File: src/rtl/tstate_sequencer_pkg.sv
// Shared timing, execution-type and interrupt-source encodings for the T-state sequencer.
package tstate_sequencer_pkg;

  localparam logic [6:0] T0 = 7'b0000001;
  localparam logic [6:0] T1 = 7'b0000010;
  localparam logic [6:0] T2 = 7'b0000100;
  localparam logic [6:0] T3 = 7'b0001000;
  localparam logic [6:0] T4 = 7'b0010000;
  localparam logic [6:0] T5 = 7'b0100000;
  localparam logic [6:0] T6 = 7'b1000000;

  localparam logic [2:0] ExecNorm   = 3'd0;
  localparam logic [2:0] ExecRmw    = 3'd1;
  localparam logic [2:0] ExecBranch = 3'd2;

  localparam logic [1:0] IntNone  = 2'b00;
  localparam logic [1:0] IntIrq   = 2'b01;
  localparam logic [1:0] IntNmi   = 2'b10;
  localparam logic [1:0] IntReset = 2'b11;

  localparam logic [7:0] OpBrk = 8'h00;

  localparam logic [0:0] StRun = 1'b0;
  localparam logic [0:0] StJam = 1'b1;

endpackage

File: src/rtl/tstate_sequencer_int_arbiter.sv
// NMI edge detection and pending latch, IRQ masking, and RESET>NMI>IRQ priority encode.
module tstate_sequencer_int_arbiter
  import tstate_sequencer_pkg::*;
(
  input  logic       clk_i,
  input  logic       rst_ni,
  input  logic       hold_i,
  input  logic       fetch_i,
  input  logic       nmi_ni,
  input  logic       irq_ni,
  input  logic       irq_mask_i,
  output logic       take_o,
  output logic [1:0] src_o
);

  logic nmi_q, nmi_d;
  logic nmi_pend_q, nmi_pend_d;
  logic nmi_edge;

  assign nmi_edge = nmi_q & ~nmi_ni;
  assign nmi_d    = nmi_ni;

  always_comb begin
    take_o = 1'b0;
    src_o  = IntNone;
    if (nmi_pend_q) begin
      take_o = 1'b1;
      src_o  = IntNmi;
    end else if (!irq_ni && !irq_mask_i) begin
      take_o = 1'b1;
      src_o  = IntIrq;
    end
  end

  // Set is applied after clear so a fresh edge on the fetch edge is never lost.
  always_comb begin
    nmi_pend_d = nmi_pend_q;
    if (!hold_i) begin
      if (fetch_i && nmi_pend_q) nmi_pend_d = 1'b0;
      if (nmi_edge)              nmi_pend_d = 1'b1;
    end
  end

  always_ff @(posedge clk_i) begin
    if (!rst_ni) begin
      nmi_q      <= 1'b1;
      nmi_pend_q <= 1'b0;
    end else begin
      nmi_q      <= nmi_d;
      nmi_pend_q <= nmi_pend_d;
    end
  end

endmodule

File: src/rtl/tstate_sequencer.sv
// CPU instruction timing: registered T-state and IR, 3:1 control-generator mux,
// BRK injection at the T1 fetch edge and halt on undecodable selections.
module tstate_sequencer
  import tstate_sequencer_pkg::*;
#(
  parameter int unsigned T_W    = 7,
  parameter int unsigned CTRL_W = 62,
  parameter int unsigned OP_W   = 8
) (
  input  logic              phi2,
  input  logic              rst_n,
  input  logic              rdy,
  input  logic [OP_W-1:0]   dataIn,
  input  logic [7:0]        statusReg,
  input  logic              nmi_n,
  input  logic              irq_n,
  input  logic [2:0]        execType,
  input  logic [T_W-1:0]    nextT_norm,
  input  logic [T_W-1:0]    nextT_rmw,
  input  logic [T_W-1:0]    nextT_br,
  input  logic [CTRL_W-1:0] ctrl_norm,
  input  logic [CTRL_W-1:0] ctrl_rmw,
  input  logic [CTRL_W-1:0] ctrl_br,
  output logic [T_W-1:0]    currT,
  output logic [OP_W-1:0]   opcode,
  output logic [CTRL_W-1:0] ctrl,
  output logic [1:0]        intSrc,
  output logic              sync,
  output logic              jam
);

  logic [T_W-1:0]    t_q, t_d;
  logic [OP_W-1:0]   ir_q, ir_d;
  logic [1:0]        int_src_q, int_src_d;
  logic [0:0]        state_q, state_d;
  logic [T_W-1:0]    next_t_sel;
  logic [CTRL_W-1:0] ctrl_sel;
  logic              type_ok, t_onehot, illegal;
  logic              running, advance, fetch;
  logic              int_take;
  logic [1:0]        int_src_sel;
  logic              unused_status;

  assign unused_status = ^{statusReg[7:3], statusReg[1:0]};

  always_comb begin
    type_ok    = 1'b1;
    next_t_sel = nextT_norm;
    ctrl_sel   = ctrl_norm;
    case (execType)
      ExecNorm: begin
        next_t_sel = nextT_norm;
        ctrl_sel   = ctrl_norm;
      end
      ExecRmw: begin
        next_t_sel = nextT_rmw;
        ctrl_sel   = ctrl_rmw;
      end
      ExecBranch: begin
        next_t_sel = nextT_br;
        ctrl_sel   = ctrl_br;
      end
      default: begin
        type_ok    = 1'b0;
        next_t_sel = '0;
        ctrl_sel   = '0;
      end
    endcase
  end

  assign t_onehot = (next_t_sel != '0) && ((next_t_sel & (next_t_sel - T_W'(1))) == '0);
  assign illegal  = !type_ok || !t_onehot;
  assign running  = (state_q == StRun);
  assign advance  = running && rdy && !illegal;
  assign fetch    = advance && (t_q == T_W'(T1));

  tstate_sequencer_int_arbiter u_int_arbiter (
    .clk_i      (phi2),
    .rst_ni     (rst_n),
    .hold_i     (!running),
    .fetch_i    (fetch),
    .nmi_ni     (nmi_n),
    .irq_ni     (irq_n),
    .irq_mask_i (statusReg[2]),
    .take_o     (int_take),
    .src_o      (int_src_sel)
  );

  // An illegal selection freezes T and IR; the only effect of that edge is entering JAM.
  always_comb begin
    t_d       = t_q;
    ir_d      = ir_q;
    int_src_d = int_src_q;
    state_d   = state_q;
    if (running && rdy) begin
      if (illegal) begin
        state_d = StJam;
      end else begin
        t_d = next_t_sel;
        if (fetch) begin
          if (int_take) begin
            ir_d      = OP_W'(OpBrk);
            int_src_d = int_src_sel;
          end else begin
            ir_d      = dataIn;
            int_src_d = IntNone;
          end
        end
      end
    end
  end

  always_ff @(posedge phi2) begin
    if (!rst_n) begin
      t_q       <= T_W'(T2);
      ir_q      <= OP_W'(OpBrk);
      int_src_q <= IntReset;
      state_q   <= StRun;
    end else begin
      t_q       <= t_d;
      ir_q      <= ir_d;
      int_src_q <= int_src_d;
      state_q   <= state_d;
    end
  end

  assign currT  = t_q;
  assign opcode = ir_q;
  assign intSrc = int_src_q;
  assign jam    = !running;
  assign sync   = running && (t_q == T_W'(T1));
  assign ctrl   = (running && !illegal) ? ctrl_sel : '0;

endmodule
File: config.mk
export PLATFORM = sky130hd
export DESIGN_NAME = tstate_sequencer
export DESIGN_NICKNAME = d
export VERILOG_FILES = /design/src/rtl/tstate_sequencer_pkg.sv /design/src/rtl/tstate_sequencer_int_arbiter.sv /design/src/rtl/tstate_sequencer.sv
export SDC_FILE = /design/constraint.sdc
export NUM_CORES = 1
export LEC_CHECK = 0
export CORE_MARGIN = 8
export CORE_UTILIZATION = 26
export CTS_BUF_LIST = sky130_fd_sc_hd__clkbuf_4
export DETAILED_ROUTE_END_ITERATION = 8
export GPL_ROUTABILITY_DRIVEN = 1
export PLACE_DENSITY_LB_ADDON = 0.2
export SLEW_MARGIN = 20
export SYNTH_ARGS = -nofsm -noshare
export SYNTH_HDL_FRONTEND = slang
export SYNTH_SLANG_ARGS = --single-unit
export TNS_END_PERCENT = 10
File: constraint.sdc
create_clock -name phi2 -period 2.5 [get_ports phi2]
set_input_delay 0.375 -clock phi2 [delete_from_list [all_inputs] [get_ports phi2]]
set_output_delay 0.375 -clock phi2 [all_outputs]
set_load 0.005 [all_outputs]
# Yosys cells after proc, flatten, opt, wreduce, memory -nomap -nowiden
# Cells that the tools add are included.
# op_classes
addsub	1
multipliers	0
div	0
n_lt_le_gt_ge	0
eq_ne	3
shifts	0
n_mux	12
bitwise	5
n_reduce_logical	23
# ops
operator	n
62-bit one-hot mux with 3 select lines	1
62-bit 2-to-1 mux	1
7-bit one-hot mux with 3 select lines	1
1-bit logical AND	8
8-bit 2-to-1 mux	1
7-bit AND	1
7-bit by 2-bit equality test with 1-bit output, second input constant	1
7-bit logical NOT	1
7-bit nonzero test	1
7-bit by 1-bit subtractor with 7-bit output, second input constant	1
1-bit 2-to-1 mux	6
2-bit AND reduction	3
1-bit logical NOT	5
2-bit 2-to-1 mux	2
3-bit by 1-bit equality test with 1-bit output, second input constant	1
3-bit by 2-bit equality test with 1-bit output, second input constant	1
3-bit logical NOT	1
1-bit inverter	3
3-bit AND reduction	1
3-bit OR reduction	1
2-bit nonzero test	1
1-bit AND	1
1-bit logical OR	1
# word_totals
reg_bits	20
latchBits	0
ramBits	0
rom_bits	0
in_bits	231
out_inout_bits	81
elab_cells	50
n_memories	0

# Logic depth before layout (Yosys ltp)
# Gate-level depths: netlist of run 1.
# logic_depth
word_depth	14
ltp_mapped	9

# By module
# Synthesis of run 1 repeated with hierarchy kept, for this count alone.
# unflattened
hier_cells	414
hier_area_um2	2738.9
# modules_own_cells
mod	instances	cells_per_inst	area_per_inst_um2	seq_area_each_um2
tstate_sequencer	1	405	2645.0	360.3
tstate_sequencer_int_arbiter	1	9	93.8	40.0

# Worst setup path before layout of run 1
# OpenSTA, ideal clock, no wires.
# synth_path
path_kind	input -> output
from	input port execType[0]
to	output port ctrl[52]
arrival_ps	2314
required_ps	2125
setup_slack_ps	-189
stages	9
n_path_buf	3
cell_sequence	buf_6 -> buf_6 -> mux2i_1 -> a2bb2oi_2 -> a31oi_1 -> or3b_2 -> a31oi_2 -> clkbuf_1 -> and2_1
# synth_via
elab_chain_cells	11
elab_cells_between_ends	18
# synth_lines
item	line_no	rtl
from (decl)	tstate_sequencer.sv:17	input logic [2:0] execType,
3-bit by 2-bit equality test with 1-bit output, or another cell as far along	tstate_sequencer.sv:50	case (execType)
7-bit one-hot mux with 3 select lines	tstate_sequencer.sv:50	
7-bit by 1-bit subtractor with 7-bit output	tstate_sequencer.sv:71	assign t_onehot = (next_t_sel != '0) && ((next_t_sel & (next_t_sel - T_W'(1))) == '0);
7-bit AND	tstate_sequencer.sv:71	
7-bit logical NOT	tstate_sequencer.sv:71	
1-bit logical AND	tstate_sequencer.sv:71	
1-bit logical NOT	tstate_sequencer.sv:72	assign illegal = !type_ok || !t_onehot;
1-bit logical OR	tstate_sequencer.sv:72	
1-bit logical NOT	tstate_sequencer.sv:132	assign ctrl = (running && !illegal) ? ctrl_sel : '0;
1-bit logical AND	tstate_sequencer.sv:132	
62-bit 2-to-1 mux (*)	tstate_sequencer.sv:132	
to (decl)	tstate_sequencer.sv:26	output logic [CTRL_W-1:0] ctrl,
# Every way passes the cells marked *; elsewhere a longest branch is shown, timed or not.

# Worst setup path in the final report of run 1
# layout_path
from	input port execType[0]
to	output port ctrl[23]
# The elaborated chain is that of the path after synthesis.

==> results of run 1 <==
==> critical path, stage by stage <==
cell       delay (ns)
buf_12           0.11
mux2i_4          0.22
a2bb2oi_2        0.19
buf_4            0.14
a211oi_2         0.03
or4b_4           0.55
a31oi_4          0.20
buf_12           0.14
buf_8            0.10
buf_8            0.10
buf_6            0.10
buf_6            0.08
and2_4           0.13
buf_6            0.09
==> where the power goes <==
part | leakage, nW | internal [mW] | switching (mW) | total [mW]
Clock | 0.0138 | 0.0559 | 0.0866 | 0.143
Sequential | 0.162 | 0.324 | 0.00426 | 0.329
Combinational | 2.53 | 0.563 | 0.306 | 0.870
==> area by class of cell <==
| cell class | count | area [sq um] | share of cell area [%] |
|---|---|---|---|
| Antenna cell | 3 | 7.51 | 0.118 |
| Clock buffer | 3 | 22.5 | 0.354 |
| Inverter | 1 | 3.75 | 0.0591 |
| Multi-Input combinational cell | 352 | 2380 | 37.5 |
| Sequential cell | 20 | 400 | 6.30 |
| Tap cell | 140 | 175 | 2.76 |
| Timing Repair Buffer | 352 | 3360 | 52.9 |
==> cells in the final DEF (no fill, tap or decap), drive strengths merged <==
cell type      instances
clkdlybuf4s50        218
nand2                 92
buf                   91
mux2i                 85
o21ai                 64
and2                  62
clkdlybuf4s15         25
dfxtp                 20
dlygate4sd2           10
clkbuf                10
o21a                   7
nor2                   7
nand3b                 6
nor2b                  5
diode                  3
nand2b                 3
a21oi                  2
or3b                   2
nor3                   2
a31oi                  2
a311oi                 2
a2bb2oi                1
a211oi                 1
or4b                   1
a211o                  1
a2111o                 1
or4                    1
nor4b                  1
inv                    1
o31a                   1
a311o                  1
o22ai                  1
mux2                   1
bufbuf                 1
==> sequential cells by signal (all words and copies together), names as in the netlist <==
signal,flops
currT,7
jam,1
opcode,8
u_int_arbiter.nmi_q,1
intSrc,2
u_int_arbiter.nmi_pend_q,1
==> repair_timing <==
action,CTS,global route
gates cloned,3,2
setup endpoints to repair,72,63
pin swaps,14,6
gates resized for setup,250,58
setup buffers,7,5
==> synthesized netlist by cell type (3+ instances only) <==
cell and number:
nand2_1 92, buf_1 5, o21ai_0 64, nor2b_1 5
nor2_1 7, nand2b_1 3, and2_1 62, nand3b_1 6
dfxtp_1 20, mux2i_1 85, clkbuf_1 24, buf_2 4
o21a_1 7
==> routing by layer <==
layer  vias up  share of wire (%)  global-route usage [%]
met4         2                2.3                    5.46
met2       193                 52                    41.1
li1       2049                  -                       -
met3        26                7.6                    4.15
met1      1942                 38                    24.8
met5         -              0.074                       0
==> how the worst max path moves through the flow <==
stage                 start        to  slack (ns)  cells past startpoint
6_report        execType[0]  ctrl[23]       -0.43                     14
5_1_grt         execType[0]  ctrl[23]       -0.51                     14
4_1_cts         execType[0]  ctrl[20]       -0.63                     11
3_5_place_dp   nextT_rmw[6]  ctrl[48]       -0.95                     10
3_3_place_gp   nextT_rmw[6]  ctrl[32]       -0.85                     10
2_1_floorplan   execType[0]  ctrl[52]       -0.07                      9
==> metrics by stage <==
step                utilization (%)  cell area (sq um)
floorplan                         -               2860
global placement               57.6               6180
detailed placement             57.6               6180
CTS                            59.4               6380
global route                   59.2               6360
finish                         59.2               6360
==> logic make-up after synthesis <==
group           after synthesis  synth area share [%]
flops                        20                  14.1
compound gates               84                  17.8
mux                          86                  30.5
simple gates                182                  32.1
buf+inv                      36                  5.47
==> summary.txt, run 1 <==
Final layout
  • Share of cells above drive strength 1: 20.1%
  • Layout Cells excl Fill: 871
  • Syn-to-layout area delta: 124%
  • # fillers: 1004
  • Final #Nets: 961

Global route
  • Largest net degree at the start of global routing: 63
  • Antenna violations before repair: 4
  • GRT Util Overall: 21.9%
  • Remaining Overflow, GRT: 0
  • Vias in the first global route: 4315
  • Global-route wire length before repair: 25300 um

Logic synthesis
  • Sequential area share after synthesis: 14.1%
  • Post-synth ARST share: 0%
  • Number of synthesized flops with an enable pin: 0
  • Synth Register Bits: 20
  • Mapped cell area: 0.00284 sq mm
  • Yosys top cell area share: 30.0%
  • Library cells used by synthesis: 33
  • Syn Inst Count: 408
  • Avg Synthesized Cell Area: 6.96 sq um
  • Main synth FF type: dfxtp_1
  • Synth warn: 0
  • Yosys top cell by area: mux2i_1
  • Top post-synthesis cells by area: mux2i_1 (30%), dfxtp_1 (14%), and2_1 (14%)
  • Syn nets: 639

Pwr
  • Final Power: 1.34 mW
  • Max rail drop VDD: 0.000425 V
  • Leakage: 2.70 nW
  • Power density cells: 211 mW/mm^2

CTS
  • Num CTS Buffers: 3
  • Root Buffer: clkbuf_4
  • # clock sinks: 20
  • CTS tree: yes
  • Clk slew on worst S/H paths: 0.10 ns
  • Worst-skew pair later-pin latency: 0.29 ns
  • Htree depth: 1
  • Hold-fix buffers, CTS: 0
  • Max Root-Sink Buffers: 2

STA
  • Min setup slack post-route: -0.434 ns
  • Slew @ Worst Pin: 0.875 ns
  • Fmax achieved: 341 MHz
  • Skew final: 0.00625 ns
  • Slew headroom: 41.6%
  • Max-slew violation count: 0
  • RSZ-0062 raised after global routing: true
  • Hold slack: 0.465 ns
  • Setup-failing EPs final: 63
  • Setup TNS: -19.56 ns
  • Post-route clock period utilization: 117%
  • Min cycle time layout: 2.93 ns
  • Final Hold Fails: 0

Detailed routing
  • DRT iter0 DRCs: 297
  • Vias/cell: 4.84
  • Vias: 4212
  • Final wirelength: 17600 um
  • # DRC: 0
  • Drt first pass iters: 4
  • WL/cell: 20.2 um
  • Number of routed nets with antenna violations: 0

Place
  • IO Port Bufs: 304
  • Hpwl dp: 14200 um
  • Pre-CTS setup slack: -0.946 ns
  • GPL Wtd Cong: 0.886
  • DP Cell Count: 850

Setup path
  • R2R depth: 6
  • R2r setup slk: 0.48 ns
  • Crit end category: output pin
  • CP arrival: 2.56 ns
  • Crit Path Max Fanout: 6
  • Startpoint Class: input pin
  • Crit path kind: input pin to output pin
  • Worst flop-to-flop path endpoint: opcode[1]
  • FF-to-FF Start: currT[3]
  • Worst Path Required: 2.12 ns

Hold path
  • HP Start: opcode[4]
  • Hold EP: opcode[4]
  • Hold Path Class: register to register
  • Hold path depth: 2

Floorplan
  • Die Y: 120 um
  • Initial Utilization: 26.4%
  • Overall die area: 0.0145 sq mm
  • Number of I/O pins: 312
  • Num rows: 38
  • Core area: 0.0107 sq mm
  • Die W: 120 um

Job
  • Max-cap viol count: 0

Run status
  • Failing checks: negative setup slack
  • Status: finished with violations
Note: power is estimated with default switching activity, not from simulation.
==> run 2, diff against run 1 <==
--- a/config.mk
+++ b/config.mk
@@ -7,7 +7,7 @@
 export LEC_CHECK = 0
 export CORE_MARGIN = 8
 export CORE_UTILIZATION = 26
-export CTS_BUF_LIST = sky130_fd_sc_hd__clkbuf_4
+export CTS_BUF_LIST = sky130_fd_sc_hd__clkbuf_8
 export DETAILED_ROUTE_END_ITERATION = 8
 export GPL_ROUTABILITY_DRIVEN = 1
 export PLACE_DENSITY_LB_ADDON = 0.2
==> summary.txt, run 2 (synthesis results as in run 1) <==
Final layout
  • Commonest cells after routing, fill and taps aside: clkdlybuf4s50_1 (218), nand2_1 (92), mux2i_1 (83), o21ai_0 (64), and2_1 (53)
  • Commonest non-fill, non-tap cell in the layout: clkdlybuf4s50_1
  • Max reg flops: 8 (unchanged)
  • Fin area: 0.00637 sq mm (+0.18%)
  • Syn-to-layout area delta: 124%
  • Final #Nets: 961 (unchanged)
  • Register Area: 400 sq um (unchanged)
  • Share of cells above drive strength 1: 20.1% (unchanged)
  • Area taken by multi-input logic gates: 0.00238 sq mm (unchanged)
  • Core Util, Final: 59.3% (+0.10 points)
  • # fillers: 1003 (-0.10%)

Job
  • Max-cap viol count: 0 (unchanged)

Place
  • GPL Wtd Cong: 0.886 (unchanged)
  • IO Port Bufs: 304 (unchanged)
  • Hpwl dp: 14200 um (unchanged)
  • Area after DPL: 0.00618 sq mm (unchanged)

STA
  • Post-route clock period utilization: 117% (about the same)
  • RSZ-0062 raised after global routing: true
  • Max-slew violation count: 0 (unchanged)
  • Fmax achieved: 341 MHz (about the same)
  • Slew headroom: 42.3% (+0.70 points)
  • Min cycle time layout: 2.94 ns (+0.00221 ns)
  • Slew @ Worst Pin: 0.865 ns (-0.0105 ns)
  • Setup-failing EPs final: 62 (-1.6%)
  • Hold slack: 0.460 ns (-0.00465 ns)
  • Skew final: 0.00393 ns (-0.00232 ns)
  • Setup TNS: -19.39 ns (+0.167 ns)
  • Min setup slack post-route: -0.436 ns (-0.00221 ns)
  • Final Hold Fails: 0 (unchanged)

Detailed routing
  • DRT iter0 DRCs: 298 (+0.34%)
  • Vias/cell: 4.84 (+0.14%)
  • Vias: 4213 (+0.024%)
  • WL/cell: 20.3 um (+0.23%)
  • Drt first pass iters: 4 (unchanged)
  • Final wirelength: 17600 um (+0.11%)
  • Number of routed nets with antenna violations: 0 (unchanged)
  • # DRC: 0 (unchanged)

Floorplan
  • Num rows: 38 (unchanged)
  • Die W: 120 um (unchanged)
  • Initial Utilization: 26.4% (unchanged)
  • Core area: 0.0107 sq mm (unchanged)
  • Overall die area: 0.0145 sq mm (unchanged)
  • Die Y: 120 um (unchanged)
  • Number of I/O pins: 312 (unchanged)

CTS
  • Root Buffer: clkbuf_8
  • CTS tree: yes
  • Clk slew on worst S/H paths: 0.06 ns (-0.04 ns)
  • Htree depth: 1 (unchanged)
  • # clock sinks: 20 (unchanged)
  • Hold-fix buffers, CTS: 0 (unchanged)
  • Num CTS Buffers: 3 (unchanged)
  • Worst-skew pair later-pin latency: 0.25 ns (-0.04 ns)
  • Max Root-Sink Buffers: 2 (unchanged)

Run status
  • Status: finished with violations
  • Failing checks: negative setup slack

Global route
  • Largest net degree at the start of global routing: 63 (unchanged)
  • Remaining Overflow, GRT: 0 (unchanged)
  • Global-route wire length before repair: 25400 um (+0.49%)
  • Vias in the first global route: 4319 (+0.093%)
  • Antenna violations before repair: 3 (-1)
  • GRT Util Overall: 22.0% (+0.039 points)

Setup path
  • CP arrival: 2.56 ns (about the same)
  • Worst Path Required: 2.12 ns (about the same)
  • Crit end category: output pin
  • Crit path kind: input pin to output pin
  • Crit Path Max Fanout: 6 (unchanged)
  • Startpoint Class: input pin

Pwr
  • Power density cells: 219 mW/mm^2 (+4.0%)
  • Final Power: 1.40 mW (+4.2%)
  • Max rail drop VDD: 0.000383 V (-9.9%)
  • Leakage: 2.72 nW (+0.47%)

Hold path
  • Hold Path Class: register to register
[run 2: cell count changes in the layout (fill, tap and decap cells not counted), sizes merged]
cell | before | now
diode | 3 | 2
buf | 91 | 93
clkdlybuf4s15 | 25 | 23
[run 2: power by group]
part           switching, mW  total [mW]  leakage (nW)  internal [mW]
clock                 0.0916       0.198        0.0216          0.107
combinational          0.307       0.869          2.53          0.563
sequential           0.00426       0.329         0.162          0.324
total                  0.402        1.40          2.72          0.994
[run 2: timing repair]
action | CTS | global route
pin swaps | 14 | 7
gates cloned | 3 | 2
buffers inserted | 7 | 5
setup endpoints to repair | 78 | 73
gates resized for setup | 250 | 62
[run 2: routing by layer]
metal  GRT usage, %  vias to the layer above  part of all wire (%)
met5              0                        -                 0.074
met4           4.68                        2                   2.0
met3           3.96                       26                   6.7
met2           41.6                      177                    52
met1           24.9                     1960                    39
li1               -                     2048                     -
[run 2: area by class of cell]
cell class,instances,area share [%]
antenna,2,0.0786
clock buffer,3,0.648
inverter,1,0.0590
multi-input combinational,352,37.4
sequential,20,6.29
tap,140,2.75
timing repair buffer,352,52.8
[run 2: stage by stage]
| stage | setup slack (ns) | instances |
|---|---|---|
| after floorplan | -0.0715 | 408 |
| after global placement | -0.854 | 850 |
| after detailed placement | -0.946 | 850 |
| after CTS | -0.632 | 862 |
| after global routing | -0.508 | 870 |
| final | -0.436 | 870 |
[run 2: critical path: stages]
cell       delay (ns)
buf_12           0.11
mux2i_4          0.22
a2bb2oi_2        0.19
buf_4            0.14
a211oi_2         0.03
or4b_4           0.55
a31oi_4          0.20
buf_12           0.14
buf_8            0.10
buf_8            0.10
buf_6            0.10
buf_6            0.08
and2_4           0.13
buf_6            0.09
[run 2: worst paths after layout]
path                     from        end  slack, ns  cells past startpoint
setup / recovery  execType[0]   ctrl[23]      -0.44                     14
hold reg to reg     opcode[4]  opcode[4]       0.46                      2
setup reg to reg     currT[3]  opcode[1]       0.50                      6
hold / removal      opcode[4]  opcode[4]       0.46                      2
